==> config.mk <==
export PLATFORM = sky130hd
export DESIGN_NAME = serial_tx_scheduler
export DESIGN_NICKNAME = d
export VERILOG_FILES = /design/src/rtl/serial_tx_pkg.sv /design/src/rtl/serial_tx_scheduler_arbiter.sv /design/src/rtl/serial_tx_scheduler.sv
export SDC_FILE = /design/constraint.sdc
export NUM_CORES = 1
export LEC_CHECK = 0
export CAP_MARGIN = 20
export CORE_MARGIN = 2
export CORE_UTILIZATION = 41
export CTS_BUF_LIST = sky130_fd_sc_hd__clkbuf_16
export DETAILED_ROUTE_END_ITERATION = 10
export PLACE_DENSITY = 0.81
export SYNTH_ARGS = -nofsm -noshare
export SYNTH_HDL_FRONTEND = slang
export SYNTH_SLANG_ARGS = --single-unit
==> constraint.sdc <==
create_clock -name Clock -period 1.92 [get_ports Clock]
set_input_delay 0.192 -clock Clock [delete_from_list [all_inputs] [get_ports Clock]]
set_output_delay 0.192 -clock Clock [all_outputs]
set_load 0.02 [all_outputs]
==> src/rtl/serial_tx_pkg.sv <==
// rtl/serial_tx_pkg.sv - shared types and constants for the serial transmit scheduler
package serial_tx_pkg;

    localparam int FRAME_BITS_DEF = 12;
    localparam int SPEED_W_DEF    = 4;

    function automatic int bit_cnt_w(input int frame_bits);
        return $clog2(frame_bits + 1);
    endfunction

    localparam int BIT_CNT_W = bit_cnt_w(FRAME_BITS_DEF);

    typedef enum logic [2:0] {
        ST_IDLE  = 3'd0,
        ST_LOAD  = 3'd1,
        ST_SHIFT = 3'd2,
        ST_DELAY = 3'd3,
        ST_DONE  = 3'd4
    } tx_state_e;

endpackage

==> src/rtl/serial_tx_scheduler_arbiter.sv <==
// rtl/serial_tx_scheduler_arbiter.sv - tx_arbiter winner select; round-robin pointer under SERIAL_TX_RR_EN
module tx_arbiter #(
    parameter int NREQ = 4
) (
    input  logic            clk,
    input  logic            reset,
    input  logic [NREQ-1:0] req,
    input  logic            take,
    output logic [NREQ-1:0] win,
    output logic            any
);

    localparam int PTR_W = $clog2(NREQ);
    localparam logic [PTR_W:0] NREQ_V = (PTR_W+1)'(NREQ);

    logic [PTR_W-1:0] ptr;
    logic [PTR_W-1:0] win_idx;
    logic [PTR_W:0]   idx;

    // Scan starts at ptr and wraps; with fixed priority ptr is tied to zero.
    always_comb begin
        win     = '0;
        win_idx = '0;
        any     = 1'b0;
        idx     = '0;
        for (int k = 0; k < NREQ; k++) begin
            idx = {1'b0, ptr} + (PTR_W+1)'(k);
            if (idx >= NREQ_V) begin
                idx = idx - NREQ_V;
            end
            if (!any && req[idx[PTR_W-1:0]]) begin
                any               = 1'b1;
                win_idx           = idx[PTR_W-1:0];
                win[win_idx]      = 1'b1;
            end
        end
    end

`ifdef SERIAL_TX_RR_EN
    logic [PTR_W-1:0] ptr_q, ptr_d;

    always_comb begin
        ptr_d = ptr_q;
        if (take && any) begin
            ptr_d = (win_idx == PTR_W'(NREQ - 1)) ? '0 : win_idx + PTR_W'(1);
        end
    end

    always_ff @(posedge clk) begin
        if (reset) begin
            ptr_q <= '0;
        end else begin
            ptr_q <= ptr_d;
        end
    end

    assign ptr = ptr_q;
`else
    logic unused_ok;
    assign unused_ok = ^{clk, reset, take, win_idx};
    assign ptr       = '0;
`endif

endmodule

==> src/rtl/serial_tx_scheduler.sv <==
// rtl/serial_tx_scheduler.sv - shared 12-bit serial transmitter scheduler (SERIAL_TX_RR_EN selects round-robin)
module serial_tx_scheduler
    import serial_tx_pkg::*;
#(
    parameter int NREQ       = 4,
    parameter int FRAME_BITS = FRAME_BITS_DEF,
    parameter int SPEED_W    = SPEED_W_DEF
) (
    input  logic                       Clock,
    input  logic                       Reset,
    input  logic [NREQ-1:0]            Req,
    input  logic [NREQ*FRAME_BITS-1:0] Data,
    input  logic [NREQ*SPEED_W-1:0]    Speed,
    output logic [NREQ-1:0]            Grant,
    output logic                       Load,
    output logic [FRAME_BITS-1:0]      LoadData,
    output logic                       ShiftOut,
    output logic                       Done,
    output logic                       Busy
);

    localparam int CNT_W = bit_cnt_w(FRAME_BITS);
    localparam logic [CNT_W-1:0] LAST_BIT = CNT_W'(FRAME_BITS - 1);

    tx_state_e               state_q, state_d;
    logic [NREQ-1:0]         grant_q, grant_d;
    logic [FRAME_BITS-1:0]   frame_q, frame_d;
    logic [SPEED_W-1:0]      speed_q, speed_d;
    logic [CNT_W-1:0]        bit_cnt_q, bit_cnt_d;
    logic [SPEED_W-1:0]      dly_q, dly_d;

    logic [NREQ-1:0]         win;
    logic                    any;
    logic                    take;
    logic [FRAME_BITS-1:0]   sel_frame;
    logic [SPEED_W-1:0]      sel_speed;
    logic [SPEED_W-1:0]      eff_speed;

    assign take = (state_q == ST_IDLE);

    tx_arbiter #(.NREQ(NREQ)) u_arb (
        .clk   (Clock),
        .reset (Reset),
        .req   (Req),
        .take  (take),
        .win   (win),
        .any   (any)
    );

    always_comb begin
        sel_frame = '0;
        sel_speed = '0;
        for (int i = 0; i < NREQ; i++) begin
            if (win[i]) begin
                sel_frame = Data[i*FRAME_BITS +: FRAME_BITS];
                sel_speed = Speed[i*SPEED_W +: SPEED_W];
            end
        end
    end

    // A zero speed field paces like one clock per bit.
    assign eff_speed = (sel_speed == '0) ? SPEED_W'(1) : sel_speed;

    always_comb begin
        state_d   = state_q;
        grant_d   = grant_q;
        frame_d   = frame_q;
        speed_d   = speed_q;
        bit_cnt_d = bit_cnt_q;
        dly_d     = dly_q;
        case (state_q)
            ST_IDLE: begin
                if (any) begin
                    state_d = ST_LOAD;
                    grant_d = win;
                    frame_d = sel_frame;
                    speed_d = eff_speed;
                end
            end
            ST_LOAD: begin
                bit_cnt_d = '0;
                state_d   = ST_SHIFT;
            end
            ST_SHIFT: begin
                bit_cnt_d = bit_cnt_q + CNT_W'(1);
                if (bit_cnt_q == LAST_BIT) begin
                    state_d = ST_DONE;
                end else if (speed_q == SPEED_W'(1)) begin
                    state_d = ST_SHIFT;
                end else begin
                    // speed_q >= 2 here, so the subtraction cannot wrap.
                    dly_d   = speed_q - SPEED_W'(2);
                    state_d = ST_DELAY;
                end
            end
            ST_DELAY: begin
                if (dly_q == '0) begin
                    state_d = ST_SHIFT;
                end else begin
                    dly_d = dly_q - SPEED_W'(1);
                end
            end
            ST_DONE: begin
                state_d = ST_IDLE;
                grant_d = '0;
            end
            default: begin
                state_d = ST_IDLE;
                grant_d = '0;
            end
        endcase
    end

    always_ff @(posedge Clock) begin
        if (Reset) begin
            state_q   <= ST_IDLE;
            grant_q   <= '0;
            frame_q   <= '0;
            speed_q   <= '0;
            bit_cnt_q <= '0;
            dly_q     <= '0;
        end else begin
            state_q   <= state_d;
            grant_q   <= grant_d;
            frame_q   <= frame_d;
            speed_q   <= speed_d;
            bit_cnt_q <= bit_cnt_d;
            dly_q     <= dly_d;
        end
    end

    assign Grant    = grant_q;
    assign Load     = (state_q == ST_LOAD);
    assign LoadData = Load ? frame_q : '0;
    assign ShiftOut = (state_q == ST_SHIFT);
    assign Done     = (state_q == ST_DONE);
    assign Busy     = (state_q != ST_IDLE);

endmodule

* After elaboration in Yosys (flattened, before gate mapping)
Cells that the tools add are included. W data, S select, Z words.
Word-level totals: logic and storage cells 68, input bits 70, output and inout bits 20, register bits 31
Operators by class: reductions and logical operators 17, bitwise logic cells 1, multiplexer cells 30, $add $sub $neg 3, equal/unequal tests 11
Operators with widths (count):
- $mux W12 | 5
- $mux W4 | 10
- $pmux W4 S2 | 3
- $mux W3 | 4
- $pmux W3 S4 | 1
- $ne A2 B2 Y1 const B | 5
- $logic_not A4 Y1 | 2
- $eq A3 B2 Y1 const B | 2
- $mux W1 | 6
- $reduce_and A2 Y1 | 3
- $add A4 B1 Y4 const B | 1
- $eq A4 B1 Y1 const B | 1
- $eq A4 B4 Y1 const B | 1
- $reduce_and A4 Y1 | 1
- $reduce_bool A2 Y1 | 2
- $sub A4 B1 Y4 const B | 1
- $sub A4 B2 Y4 const B | 1
- $eq A3 B1 Y1 const B | 1
- $eq A3 B3 Y1 const B | 1
- $logic_and A1 B1 Y1 | 3
- $logic_not A1 Y1 | 3
- $logic_not A3 Y1 | 1
- $reduce_bool A3 Y1 | 1
- $reduce_or A3 Y1 | 1
- other kinds (2) | 2

* Depth between registers and ports, before layout
Gate-level depths: netlist of run 1.
word-level depth 16, depth in mapped cells 6, depth with buffers taken out 6

* Hierarchy
Synthesis of run 1 repeated with hierarchy kept, for this count alone.
Second synthesis, totals: cells, all modules 248, area total of the unflattened synthesis 1976.9 µm²
Modules (own cells, without submodules):
- serial_tx_scheduler | cells an instance 243, area each 1936.9 µm², sequential area each 620.6 µm², instances 1
- tx_arbiter | cells an instance 5, area each 40.0 µm², sequential area each 0.0 µm², instances 1

* Worst setup path after synthesis of run 1
Ideal clock, no wire load.
path kind flip-flop to output port, from reg state_q[0], to out LoadData[10], arrival 1.501 ns, setup slack 0.227 ns, stages on the path, launching flop included 5, cell sequence dfxtp_1 -> buf_2 -> nor3b_1 -> clkbuf_1 -> and2_1
On the way: longest elaborated chain between the ends 2
Ends and longest elaborated chain:
- start, declared | RTL line serial_tx_scheduler.sv:25 | tx_state_e state_q, state_d;
- start signal, assigned | RTL line serial_tx_scheduler.sv:123 | state_q <= state_d;
- $eq A3 B1 Y1 | RTL line serial_tx_scheduler.sv:133 | assign Load = (state_q == ST_LOAD);
- via Load | RTL line serial_tx_scheduler.sv:15 | output logic Load,
- $mux W12 | RTL line serial_tx_scheduler.sv:134 | assign LoadData = Load ? frame_q : '0;
- end, declared | RTL line serial_tx_scheduler.sv:16 | output logic [FRAME_BITS-1:0] LoadData,
The timed path passes the listed nets, and every way through them passes these cells.

* Worst setup path after layout of run 1
from reg state_q[2], to out Busy
On the way: longest elaborated chain between the ends 1
Ends and longest elaborated chain:
- $reduce_bool A3 Y1 | RTL line serial_tx_scheduler.sv:137 | assign Busy = (state_q != ST_IDLE);
- end, declared | RTL line serial_tx_scheduler.sv:19 | output logic Busy
Every way passes these cells.

==> results.ini, run 1 <==
[run_status]
status = complete, no violations

[setup_path]
r2r_slack_ns = 0.27
rr_startpoint = speed_q[1]$_SDFFE_PP0P_
setup.worst_path.class = flop to primary output
cp_cell_sequence = buf_4 > nor3_4 > inv_1 > clkdlybuf4s50_1
r2r-end = dly_q[0]$_SDFFE_PP0P_
slowest_delay_ns = 0.53
start_kind = flop
end_kind = primary output
r2r_cells = 4
crit_arrival_ns = 1.64
cp.required_ns = 1.73
slowest_stage = clkdlybuf4s50_1
cp_max_fo = 5

[detailed_routing]
vias_per_cell = 5.66
ant_nets = 0
post_drt_wl_per_cell_um = 15.4
drc_errors = 0
wl_met3_um = 297
met1_length_um = 2400
drt_iter0_drc = 137
wl_met2_um = 2920
drt_pre_antenna_iters = 5
topRoutingLayerUsed = met4
wirelength_um = 5680
dr_total_vias = 2089

[grt]
grt_pass1_vias = 2005
grt_first_pass_wirelength_um = 9090
grt.total_usage_pct = 22.3
gr-total-overflow = 0
antenna_found_initial = 0
grt_max_degree = 31

[synth]
ys_seq_elements = 31
syn-cell-area_sq_um = 1890
syn_nets = 289
avgSynthCellArea_sq_um = 8.75
synth_top_area_cell = dfxtp_1
synth_top_area_share_pct = 32.8
synth_warnings = 0
synthDistinctLibCells = 47
yosysSeqAreaShare_pct = 32.8
synth.area.top_cells = dfxtp_1 33%, a22oi_1 12%, o211a_1 6.9%, o211ai_1 4.8%, and2_1 4.3%
syn-instance-count = 216

[sta]
fin_skew_ns = 0.00534
relSlewSlack_pct = 77.3
max_freq_mhz = 545
hold_viol_final = 0
rsz0062_at_grt = no
max_slew.worst_pin.slew_ns = 0.338
slew_viol_final = 0
setup_tns_ns = 0
finalCritPeriodShare_pct = 95.6
layout_setup_ws_ns = 0.0843
holdWs_ns = 0.480
setup_violations = 0
period_needed_ns = 1.84

[power]
pwr-share-clk_pct = 32.0
peakVddDrop_v = 0.000498
powerDensity_nw_per_um2 = 748
leakage_uw = 0.00133
p_sw_share_pct = 29.7
combinationalPowerShare_pct = 33.5
p_int_uw = 1600
seqPwrFrac_pct = 34.5
switching_power_uw = 674

[layout]
num-fill-cells = 346
diodes = 0
final_cells = 369
seq_area_sq_um = 621
area_delta_synth_final_pct = 60.7
layout_common_cells = 75 x clkdlybuf4s50_1, 31 x dfxtp_1, 29 x a22oi_1, 20 x buf_4, 18 x nor2_1
layout-drive-gt1-share_pct = 11.0
mostFrequentLayoutCell = clkdlybuf4s50_1
nets = 389
multiInputGateArea_sq_um = 1150

[placement]
dp_cells = 361
pre_cts_slack_ns = 0.0298
place_congestion = 0.843
portBuffers = 89
place_hpwl_um = 4300

[floorplanning]
die_w_um = 71.9
rows = 24
start_util_pct = 43.1
die_y_um = 71.9
ios = 90
core_sq_um = 4380
die_area_sq_um = 5170

[clock_tree]
root_buffer = clkbuf_16
clk_pin_slew_ns = 0.05
post_cts_buffers = 0
cts.sinks = 31
ctsResizeCount = 14
clockBufferDepth = 2
cts_tree = done
cts-buffers-inserted = 5
clk_latency_ns = 0.27
cts.htree.levels = 2
postCtsHoldBufs = 0

[job]
cap_violations = 0

[hold_path]
hp-start = bit_cnt_q[3]$_SDFFE_PP0P_
holdPathEnd = bit_cnt_q[3]$_SDFFE_PP0P_
min_path_type = flop to flop
worstHoldPathCells = 1

-- synth_stat cells, drive strengths merged --
library cell  count
or3               1
nor4b             1
and2             15
or3b              1
or4b              1
o2bb2ai           1
o31ai             2
clkbuf            9
or4               1
o21ai             4
a311oi            1
a221oi            2
a22oi            29
a21o              1
o2111ai           1
o211ai           12
o211a            13
nor3              5
nor2             18
a32oi             2
nor3b             2
a41oi             1
buf               7
inv               9
o41ai             1
xor2              1
nand2b            3
o21a              1
nand3b            5
mux2i             2
nand2             5
nor2b             2
o221ai            1
a221o             1
a21oi            12
a22o              1
o311ai            1
a211oi            1
ha                3
dfxtp            31
nand3             5
nand4b            1
-- sequential cells by signal, indices dropped and copies added, names as in the netlist --
register,cells
state_q,3
bit_cnt_q,4
Grant,4
frame_q,12
dly_q,4
speed_q,4
-- metrics by stage --
step / utilization, % / instance area, sq um / power [uW]
5_1_grt: 69.3 / 3040 / 2390
3_5_place_dp: 66.2 / 2900 / 1560
2_1_floorplan: - / 1890 / 1240
4_1_cts: 69.1 / 3030 / 2280
6_report: 69.3 / 3040 / 2270
3_3_place_gp: 66.2 / 2900 / 1540
-- how the worst max path moves through the flow --
stage,start,end,cells past startpoint
2_1_floorplan,state_q[0]$_SDFFE_PP0P_,LoadData[10],4
3_3_place_gp,Req[1],speed_q[0]$_SDFFE_PP0P_,5
3_5_place_dp,Req[2],speed_q[0]$_SDFFE_PP0P_,5
4_1_cts,state_q[2]$_SDFFE_PP0P_,Load,3
5_1_grt,state_q[1]$_SDFFE_PP0P_,Done,4
6_report,state_q[2]$_SDFFE_PP0P_,Busy,4
-- worst max-delay path: cells and delay by family (launching register included) --
kind | cells | cell delay (ns)
buf+inv | 3 | 0.76
flops | 1 | 0.35
simple gates | 1 | 0.25
-- cell families after synthesis --
group                    Yosys count  share of synthesized area [%]
multiplexers                       2                           1.06
AO/OA/AOI/OAI                     88                           36.0
flip-flops                        31                           32.8
adder cells (fa/ha/maj)            3                           1.99
XOR/XNOR                           1                          0.464
AND/OR/NAND/NOR                   66                           21.0
buffers and inverters             25                           6.69
-- power by group through the flow --
stage | logic [uW] | clock network [uW] | registers [uW]
after floorplan | 453 | 0 | 789
after global placement | 752 | 0 | 791
after detailed placement | 764 | 0 | 796
after CTS | 759 | 735 | 784
after global routing | 830 | 763 | 797
final | 761 | 726 | 784
-- layout make-up --
cell class	count	share of cell area (%)
well taps	52	2.14
clock buffers	5	4.12
clock inverters	3	0.371
multi-input cells	160	38.0
repair buffers	109	33.8
inverters	9	1.11
flip-flops and latches	31	20.4
-- metal layers --
layer,vias up,GRT usage [%]
met5,-,0
met4,0,8.60
met3,6,3.94
met2,65,38.7
met1,988,27.4
li1,1030,-
(Power assumes the default switching activity.)
==> run 2: changes to the inputs <==
--- a/config.mk
+++ b/config.mk
@@ -10,7 +10,8 @@
 export CORE_UTILIZATION = 41
 export CTS_BUF_LIST = sky130_fd_sc_hd__clkbuf_16
 export DETAILED_ROUTE_END_ITERATION = 10
-export PLACE_DENSITY = 0.81
+export PLACE_DENSITY = 0.8
+export SLEW_MARGIN = 20
 export SYNTH_ARGS = -nofsm -noshare
 export SYNTH_HDL_FRONTEND = slang
 export SYNTH_SLANG_ARGS = --single-unit
==> results.ini, run 2 (synthesis results as in run 1) <==
[run_status]
status = complete, no violations

[floorplanning]
rows = 24
die_area_sq_um = 5170
die_y_um = 71.9
core_sq_um = 4380
die_w_um = 71.9
start_util_pct = 43.1
ios = 90

[detailed_routing]
wirelength_um = 5840
dr_total_vias = 2073
drt_pre_antenna_iters = 4
vias_per_cell = 5.65
post_drt_wl_per_cell_um = 15.9
drc_errors = 0
ant_nets = 0
drt_iter0_drc = 107

[setup_path]
setup.worst_path.class = flop to primary output
cp_cell_sequence = buf_4 > nor3_4 > inv_1 > clkdlybuf4s50_1
slowest_delay_ns = 0.53
slowest_stage = clkdlybuf4s50_1
end_kind = primary output
cp_max_fo = 5
cp.required_ns = 1.73
start_kind = flop
crit_arrival_ns = 1.63

[power]
leakage_uw = 0.00131
peakVddDrop_v = 0.000382
powerDensity_nw_per_um2 = 757
p_total_uw = 2280

[sta]
period_needed_ns = 1.82
hold_viol_final = 0
holdWs_ns = 0.471
setup_violations = 0
finalCritPeriodShare_pct = 94.9
setup_tns_ns = 0
max_freq_mhz = 549
max_slew.worst_pin.slew_ns = 0.324
fin_skew_ns = 0.00446
slew_viol_final = 0
relSlewSlack_pct = 78.1

[layout]
mostFrequentLayoutCell = clkdlybuf4s50_1
layout-drive-gt1-share_pct = 13.3
layout_common_cells = 75 x clkdlybuf4s50_1, 30 x dfxtp_1, 29 x a22oi_1, 19 x buf_4, 18 x nor2_1
diodes = 0
utilization_pct = 68.7
regMostFlops = frame_q
num-fill-cells = 344
largest_register_ffs = 12
nets = 389
area_delta_synth_final_pct = 59.4
final_area_sq_um = 3010

[clock_tree]
cts-buffers-inserted = 5
clockBufferDepth = 2
clk_latency_ns = 0.28
cts.sinks = 31
clk_pin_slew_ns = 0.05
cts.htree.levels = 2
cts_tree = done
root_buffer = clkbuf_16
postCtsHoldBufs = 0

[placement]
place_congestion = 0.838
placed_area_sq_um = 2890
place_hpwl_um = 4430
portBuffers = 89

[grt]
grt_first_pass_wirelength_um = 9360
antenna_found_initial = 0
grt_pass1_vias = 1933
grt_max_degree = 31
gr-total-overflow = 0
grt.total_usage_pct = 23.3

[job]
cap_violations = 0

[hold_path]
min_path_type = flop to flop

==> run 2: cell count changes in the layout (fill, tap and decap cells not counted) <==
| cell | previous run | this run |
|---|---|---|
| clkbuf_2 | 0 | 6 |
| dfxtp_1 | 31 | 30 |
| buf_4 | 20 | 19 |
| dfxtp_2 | 0 | 1 |
| clkdlybuf4s15_2 | 0 | 1 |
| clkinv_1 | 2 | 0 |
| dlygate4sd2_1 | 13 | 7 |
==> run 2: metrics by stage <==
stage | setup WS (ns) | std cells
after floorplan | 0.227 | 216
after global placement | 0.0516 | 359
after detailed placement | 0.0101 | 359
after CTS | 0.00190 | 367
after global routing | -0.00189 | 367
final | 0.0987 | 367
==> run 2: repair_timing <==
action                     in CTS  in global routing
gates cloned                    1                  0
buffers inserted                1                  0
setup endpoints to repair      14                  8
resized for setup              18                 11
pin swaps                       1                  0
==> run 2: metal layers <==
metal	vias up	track usage (%)	wire length, um
li1	1028	-	-
met5	-	0	0
met1	966	30.8	2490
met4	0	9.43	123
met2	67	37.6	2940
met3	12	4.22	276
==> run 2: path summary, 6_finish.rpt <==
kind / cells after the start / from / slack (ns) / to
hold reg to reg: 1 / bit_cnt_q[3]$_SDFFE_PP0P_ / 0.47 / bit_cnt_q[3]$_SDFFE_PP0P_
setup reg to reg: 4 / speed_q[1]$_SDFFE_PP0P_ / 0.29 / dly_q[0]$_SDFFE_PP0P_
setup / recovery: 4 / state_q[2]$_SDFFE_PP0P_ / 0.1 / Busy
hold / removal: 1 / bit_cnt_q[3]$_SDFFE_PP0P_ / 0.47 / bit_cnt_q[3]$_SDFFE_PP0P_
==> run 2: final cells by class <==
type | instances | area [sq um] | share of cell area (%)
sequential | 31 | 622 | 20.6
clock buffer | 5 | 125 | 4.15
timing repair buffer | 109 | 1010 | 33.5
multi-input combinational | 160 | 1150 | 38.3
tap | 52 | 65.1 | 2.16
inverter | 9 | 33.8 | 1.12
clock inverter | 1 | 3.75 | 0.125
==> run 2: worst max-delay path, delay by kind of cell (launching register included) <==
family        cells  cell delay, ns
flops             1            0.34
simple gates      1            0.25
buf+inv           3            0.76
==> run 2: report_power, final <==
group,switching (uW),internal [uW],leakage (uW)
registers,57.5,732,0.000256
clock network,265,459,0.0000669
logic,362,402,0.000987
total,685,1590,0.00131
